$ cat src/rtl/stopwatch_pkg.sv
// stopwatch_pkg
// Shared definitions for the stopwatch controller: the FSM state width and
// the state encodings that appear on the `state` output port.
package stopwatch_pkg;

    localparam int ST_W = 2;

    typedef enum logic [ST_W-1:0] {
        ST_IDLE = 2'b00,
        ST_RUN  = 2'b01,
        ST_STOP = 2'b10,
        ST_DONE = 2'b11
    } state_e;

endpackage

$ cat src/rtl/sw_edge.sv
// sw_edge
// Brings one asynchronous push-switch level into the clk domain and turns
// each rising edge into a single-cycle event.
//   clk     in   system clock
//   rst     in   asynchronous active-high reset
//   sw_i    in   raw switch level (asynchronous)
//   rise_o  out  one-cycle event, high the cycle after the synchronised level rises
module sw_edge (
    input  logic clk,
    input  logic rst,
    input  logic sw_i,
    output logic rise_o
);

    logic sync1_q;
    logic sync2_q;
    logic prev_q;

    always_ff @(posedge clk or posedge rst) begin
        if (rst) begin
            sync1_q <= 1'b0;
            sync2_q <= 1'b0;
            prev_q  <= 1'b0;
        end else begin
            sync1_q <= sw_i;
            sync2_q <= sync1_q;
            prev_q  <= sync2_q;
        end
    end

    // prev_q clears on reset, so a switch held through reset still gives one event
    assign rise_o = sync2_q & ~prev_q;

endmodule

$ cat src/rtl/stopwatch_ctrl.sv
// stopwatch_ctrl
// Start/stop/clear stopwatch controller with its own prescaler and counter.
// Three switches are synchronised and edge-detected; the FSM then produces
// registered strobes for the downstream datapath together with the count.
//   clk     in   system clock
//   rst     in   asynchronous active-high reset
//   sw1     in   start/resume (also lap when STOPWATCH_CTRL_LAP_EN is defined)
//   sw2     in   clear
//   sw3     in   stop
//   ci      out  count-increment strobe
//   ld      out  load strobe on RUN->STOP
//   clr     out  clear strobe
//   ovf     out  wrap strobe (WRAP=1 only)
//   count   out  current count
//   hold    out  count captured at the last stop
//   state   out  FSM state (IDLE=00 RUN=01 STOP=10 DONE=11)
//   lap     out  lap capture      (only with STOPWATCH_CTRL_LAP_EN)
//   lap_ld  out  lap load strobe  (only with STOPWATCH_CTRL_LAP_EN)
// Optional feature macro: STOPWATCH_CTRL_LAP_EN
module stopwatch_ctrl
    import stopwatch_pkg::*;
#(
    parameter int WIDTH = 4,
    parameter int DIV   = 4,
    parameter int MAX   = 9,
    parameter int WRAP  = 1
) (
    input  logic             clk,
    input  logic             rst,
    input  logic             sw1,
    input  logic             sw2,
    input  logic             sw3,
    output logic             ci,
    output logic             ld,
    output logic             clr,
    output logic             ovf,
    output logic [WIDTH-1:0] count,
    output logic [WIDTH-1:0] hold,
    output logic [ST_W-1:0]  state
`ifdef STOPWATCH_CTRL_LAP_EN
    ,
    output logic [WIDTH-1:0] lap,
    output logic             lap_ld
`endif
);

    localparam int PW = (DIV > 1) ? $clog2(DIV) : 1;
    localparam logic [PW-1:0]    PRESC_LAST = PW'(DIV - 1);
    localparam logic [WIDTH-1:0] MAX_V      = WIDTH'(MAX);

    logic ev_start;
    logic ev_clr;
    logic ev_stop;

    sw_edge u_sw1 (.clk(clk), .rst(rst), .sw_i(sw1), .rise_o(ev_start));
    sw_edge u_sw2 (.clk(clk), .rst(rst), .sw_i(sw2), .rise_o(ev_clr));
    sw_edge u_sw3 (.clk(clk), .rst(rst), .sw_i(sw3), .rise_o(ev_stop));

    state_e           state_q;
    logic [PW-1:0]    presc_q;
    logic [WIDTH-1:0] count_q;
    logic [WIDTH-1:0] count_d;
    logic [WIDTH-1:0] hold_q;
    logic             ci_q;
    logic             ld_q;
    logic             clr_q;
    logic             ovf_q;
`ifdef STOPWATCH_CTRL_LAP_EN
    logic [WIDTH-1:0] lap_q;
    logic             lap_ld_q;
`endif

    assign count_d = count_q + 1'b1;

    always_ff @(posedge clk or posedge rst) begin
        if (rst) begin
            state_q  <= ST_IDLE;
            presc_q  <= '0;
            count_q  <= '0;
            hold_q   <= '0;
            ci_q     <= 1'b0;
            ld_q     <= 1'b0;
            clr_q    <= 1'b0;
            ovf_q    <= 1'b0;
`ifdef STOPWATCH_CTRL_LAP_EN
            lap_q    <= '0;
            lap_ld_q <= 1'b0;
`endif
        end else begin
            ci_q     <= 1'b0;
            ld_q     <= 1'b0;
            clr_q    <= 1'b0;
            ovf_q    <= 1'b0;
`ifdef STOPWATCH_CTRL_LAP_EN
            lap_ld_q <= 1'b0;
`endif
            // clear has top priority and acts identically from every state
            if (ev_clr) begin
                state_q <= ST_IDLE;
                presc_q <= '0;
                count_q <= '0;
                hold_q  <= '0;
                clr_q   <= 1'b1;
`ifdef STOPWATCH_CTRL_LAP_EN
                lap_q   <= '0;
`endif
            end else begin
                unique case (state_q)
                    ST_IDLE: begin
                        if (ev_start) begin
                            state_q <= ST_RUN;
                            presc_q <= '0;
                        end
                    end
                    ST_RUN: begin
                        if (ev_stop) begin
                            // stop wins over a coincident tick: prescaler stays put
                            state_q <= ST_STOP;
                            hold_q  <= count_q;
                            ld_q    <= 1'b1;
                        end else begin
`ifdef STOPWATCH_CTRL_LAP_EN
                            if (ev_start) begin
                                lap_q    <= count_q;
                                lap_ld_q <= 1'b1;
                            end
`endif
                            if (presc_q == PRESC_LAST) begin
                                presc_q <= '0;
                                if (count_q == MAX_V) begin
                                    // only reachable with WRAP=0 when MAX=0
                                    if (WRAP != 0) begin
                                        count_q <= '0;
                                        ci_q    <= 1'b1;
                                        ovf_q   <= 1'b1;
                                    end else begin
                                        state_q <= ST_DONE;
                                    end
                                end else begin
                                    count_q <= count_d;
                                    ci_q    <= 1'b1;
                                    if (WRAP == 0 && count_d == MAX_V) begin
                                        state_q <= ST_DONE;
                                    end
                                end
                            end else begin
                                presc_q <= presc_q + 1'b1;
                            end
                        end
                    end
                    ST_STOP: begin
                        if (ev_start) begin
                            state_q <= ST_RUN;
                        end
                    end
                    ST_DONE: begin
                    end
                endcase
            end
        end
    end

    assign ci    = ci_q;
    assign ld    = ld_q;
    assign clr   = clr_q;
    assign ovf   = ovf_q;
    assign count = count_q;
    assign hold  = hold_q;
    assign state = state_q;
`ifdef STOPWATCH_CTRL_LAP_EN
    assign lap    = lap_q;
    assign lap_ld = lap_ld_q;
`endif

endmodule
$ cat config.mk
export PLATFORM = sky130hd
export DESIGN_NAME = stopwatch_ctrl
export DESIGN_NICKNAME = d
export VERILOG_FILES = /design/src/rtl/stopwatch_pkg.sv /design/src/rtl/sw_edge.sv /design/src/rtl/stopwatch_ctrl.sv
export SDC_FILE = /design/constraint.sdc
export NUM_CORES = 1
export LEC_CHECK = 0
export BUFFER_PORTS_ARGS = -buffer_cell sky130_fd_sc_hd__buf_4
export CORE_UTILIZATION = 50
export DETAILED_ROUTE_END_ITERATION = 10
export PLACE_DENSITY = 0.72
export SLEW_MARGIN = 20
export SYNTH_ARGS = -nofsm -noshare
export SYNTH_HDL_FRONTEND = slang
export SYNTH_SLANG_ARGS = --single-unit
$ cat constraint.sdc
create_clock -name clk -period 2.1 [get_ports clk]
set_input_delay 0.105 -clock clk [delete_from_list [all_inputs] [get_ports clk]]
set_output_delay 0.105 -clock clk [all_outputs]
set_load 0.05 [all_outputs]
# [After elaboration in Yosys (flattened, before gate mapping)]
# Index checks and enable logic that the tools add are counted.
[word_totals] register_bits=25 out_inout_bits=14 word_cells=75
[classes] n_addsub=2 eq_ne=9 mux=30 bitwise_logic=6 n_reduce_logical=11
[op_table] op="2-to-1 mux 4 bit" count=8
[op_table] op="2-to-1 mux 2 bit" count=7
[op_table] op="2-to-1 mux 1 bit" count=13
[op_table] op="inequality test 3 bit (second input constant)" count=3
[op_table] op="AND reduction 3 bit" count=3
[op_table] op="one-hot mux 2 bit (2 select lines)" count=2
[op_table] op="nonzero test 2 bit" count=3
[op_table] op="nonzero test 3 bit" count=2
[op_table] op="adder 4 x 1 -> 4 bit (second input constant)" count=1
[op_table] op="== test 2 bit (second input constant)" count=2
[op_table] op="== test 4 bit (second input constant)" count=1
[op_table] op="AND 1 bit" count=3
[op_table] op="inequality test 3 x 1 -> 1 bit (second input constant)" count=1
[op_table] op="inverter 1 bit" count=3
[op_table] op="adder 2 x 1 -> 2 bit (second input constant)" count=1
[op_table] op="== test 2 x 1 -> 1 bit (second input constant)" count=1
[op_table] op="logical NOT 2 bit" count=1
[op_table] op="inequality test 2 bit (second input constant)" count=1
[op_table] op="AND reduction 2 bit" count=1
[op_table] op="OR reduction 2 bit" count=1

# [Longest topological paths before layout]
[depth] ltp_word=6 depth_mapped=6 depth_no_buf=6

# [Hierarchy]
# Synthesis repeated with hierarchy kept, for this count alone.
[hier_totals] hier_cells=84 area_unflattened_um2=998.5
[by_module_without_submodules] module="stopwatch_ctrl" instances=1 cells_per_inst=69 area_each_um2=720.7 seq_area_each_um2=400.4
[by_module_without_submodules] module="sw_edge" instances=3 cells_per_inst=5 area_each_um2=92.6 seq_area_each_um2=75.1

# [Worst setup path after synthesis]
# OpenSTA, ideal clock, no wires.
[synth_path] path_kind="register to register" startpoint="register count_q[1], in the netlist count[1]" endpoint="register count_q[1], in the netlist count[1]" t_arrival_ns=1.539 path_slack_ns=0.483 path_stages_with_launch=6 path_buffers=0 synth_period_minus_slack_ns=1.617 path_cell_list="dfrtp_1 > inv_1 > ha_1 > and3b_1 > or3_1 > a21oi_1"
[synth_via] elab_chain_len=6 word_cells_on_any_way=7 classes_between="add/sub (1); eq/ne (1); mux (5)"
[synth_lines] element="from (decl)" line="stopwatch_ctrl.sv:61" rtl="logic [WIDTH-1:0] count_q;"
[synth_lines] element="from (signal assigned)" line="stopwatch_ctrl.sv:140" rtl="count_q <= count_d;"
[synth_lines] element="adder 4 x 1 -> 4 bit / == test 4 bit (equally long branches)" line="stopwatch_ctrl.sv:73, stopwatch_ctrl.sv:130"
[synth_lines] element="2-to-1 mux 4 bit *" line="stopwatch_ctrl.sv:130" rtl="if (count_q == MAX_V) begin"
[synth_lines] element="2-to-1 mux 4 bit *" line="stopwatch_ctrl.sv:128" rtl="if (presc_q == PRESC_LAST) begin"
[synth_lines] element="2-to-1 mux 4 bit *" line="stopwatch_ctrl.sv:116" rtl="if (ev_stop) begin"
[synth_lines] element="2-to-1 mux 4 bit *" line="stopwatch_ctrl.sv:108" rtl="unique case (state_q)"
[synth_lines] element="2-to-1 mux 4 bit *" line="stopwatch_ctrl.sv:98" rtl="if (ev_clr) begin"
# Every way passes the cells marked *; elsewhere a longest branch is shown, timed or not. The select of a mux whose other input is x is not followed.
# A chain may end at the register's enable or synchronous reset.

# [Final worst setup path]
[layout_path] startpoint="register count_q[0], in the netlist count[0]" endpoint="register count_q[1], in the netlist count[1]"
# The elaborated chain is that of the path after synthesis.

==> out/results.ini <==
[outcome]
outcome=finished, final reports clean

[global_routing]
busiest_layer=met2
gr-total-overflow=0
antenna_found_initial=0
grt_start_max_net_pins=26
use_met1_pct=22.5
grt_pass1_wl_um=2530
grt_use_met2_pct=28.3
grt_pass1_vias=596
met3_usage_pct=2.78
grt_use_total_pct=17.9

[finish]
drive_above_1_share_pct=24.8
antennaDiodeCount=0
nets=114
post-route-util_pct=67.9
n_fill_cell=159
area_growth_pct=24.8

[sta]
finalSetupTns_ps=0
rsz0062_at_grt=false
period_needed_ps=1450
fmax_mhz=692
min_period_over_period_pct=68.8
slew_headroom_pct=69.9
hold_violations=0
drv_slew=0
clock_skew_ps=1.60
setup_viol=0
tightest_slew_ps=451

[detailed_routing]
via_per_inst=5.09
drt-initial-drc-count=6
firstDrtPassIters=3
route.antenna.remaining_nets=0
vias=662
wl_um=1590
detail_route.wl_per_cell_um=12.3
drc=0

[worst_setup_path]
end_kind=flop
critPathKind=reg -> reg
critical_path.cell_chain=ha_1, and3b_1, or3_1, a21oi_1
cp_num_buf_inv=0
critPathLaunchType=flop
worstSetupStartpoint=count[0]
crit_family=simple AND/OR/NAND/NOR gates
crit_arrival_ps=1690
critPathMaxStageDelay_ps=480
r2r_start=count[0]
slowest_stage=dfrtp_1
crit_fanout=7
crit_required_ps=2340

[clock_network]
cts_root_buf=clkbuf_4
clock_sinks=25
clockBufferDepth=2
htree_levels=1
post_cts_resized=0
cts_tree=yes
cts_made_buffers=3
clk_latency_ps=310
clkTransAtPathRegs_ps=130

[synthesis]
synth_top_cell_area_share_pct=65.2
synth_cell_types=20
synth_area_per_cell_sq_um=12.1
synth_fp_nets=87
synth_top_area_cell=dfrtp_1
yosys_warnings=0
yosys-top-cells-area=dfrtp_1 (65%), mux2i_1 (5.2%), ha_1 (3.9%)
syn_inst=79
synth_seq_area_share_pct=65.2
ys_ff_latch=25
synth_area_sq_um=960

[pwr]
power_density_nw_per_um2=721
irDropWorstVdd_v=0.000604
leakage_nw=0.626

[run]
drv_cap=0

[floorplan]
io-pin-count=19
die_h_um=45.8
rows=15
start_util_pct=54.4
core_sq_um=1760
die_area_sq_um=2100
fp.dieW_um=45.8

[place]
gp_congestion=0.756
hpwl_um=1080
io_buffers=18

[worst_hold_path]
hp-class=reg -> reg
min_from=u_sw3.sync1_q

[cell usage in the layout (no fill, tap or decap), types with 3 or more instances in the layout]
master | Yosys | layout
buf_4 | 0 | 19
clkbuf_4 | 0 | 3
mux2i_1 | 5 | 5
dlygate4sd3_1 | 0 | 4
nand2_1 | 6 | 6
a21oi_1 | 5 | 5
nand2b_1 | 3 | 3
ha_1 | 3 | 3
nor2_1 | 9 | 9
o21ai_0 | 4 | 4
or3_1 | 3 | 3
inv_1 | 3 | 3
dfrtp_1 | 25 | 25
[cell usage after synthesis]
master,count
nand3b_2,1
dfrtp_1,25
buf_1,1
or3_1,3
nor2b_1,2
nor3_1,1
nand3_4,1
a21oi_1,5
inv_1,3
mux2i_1,5
nor2_1,9
nand2b_1,3
o21ai_0,4
and2b_2,1
nand4_1,2
nand3_1,2
nand2_1,6
ha_1,3
and3b_1,1
and2_1,1
[cells by family after synthesis]
logic type,after synthesis,share of synthesized area (%)
AO/OA/AOI/OAI,9,4.69
flip-flops,25,65.2
adder cells (fa/ha/maj),3,3.91
AND/OR/NAND/NOR,33,19.4
multiplexers,5,5.22
buffers and inverters,4,1.56
[area by class of cell]
type	instances	area, sq um	area share, %
Multi-Input combinational cell	50	319	26.6
Inverter	3	11.3	0.940
Timing Repair Buffer	23	183	15.3
Tap cell	25	31.3	2.61
Sequential cell	25	626	52.2
Clock inverter	1	5.00	0.418
Clock buffer	3	22.5	1.88
[what timing repair did]
action | 4_1_cts | 5_1_grt
buffers inserted | 0 | 0
hold buffers | 4 | 0
endpoints found under the hold margin | 28 | 0
[metrics by stage]
stage	worst slack (ps)	hold slack, ps	power, mW	instances	instance area [sq um]
global placement	705	168	0.658	122	1130
floorplan	483	132	0.624	79	960
global route	591	366	0.907	130	1200
detailed placement	701	174	0.663	122	1130
CTS	659	365	0.879	130	1200
finish	655	362	0.864	130	1200
[registers in the layout, indices dropped and copies added (netlist names), 2 cells and up]
register  flops
count         4
hold          4
presc_q       2
state         2
[worst paths after layout]
path | to | slack [ps] | cells past startpoint
worst max-delay path | count[1] | 650 | 4
worst min-delay path | u_sw3.sync2_q | 360 | 0
worst max register to register | count[1] | 650 | 4
worst min register to register | u_sw3.sync2_q | 360 | 0
max in group asynchronous | count[0] | 1500 | 4
min in group asynchronous | u_sw1.sync1_q | 370 | 4
[layer usage]
layer	wire length [um]	up-vias	part of all wire [%]
li1	-	318	-
met1	741	326	46
met2	764	14	48
met3	55	4	3.5
met4	34	0	2.1
met5	0	-	0
[where the power goes]
part           internal [mW]  switching (mW)  total [mW]
Clock                 0.0712           0.134       0.205
Combinational         0.0471          0.0817       0.129
Sequential             0.509          0.0202       0.529
(Power assumes the default switching activity.)
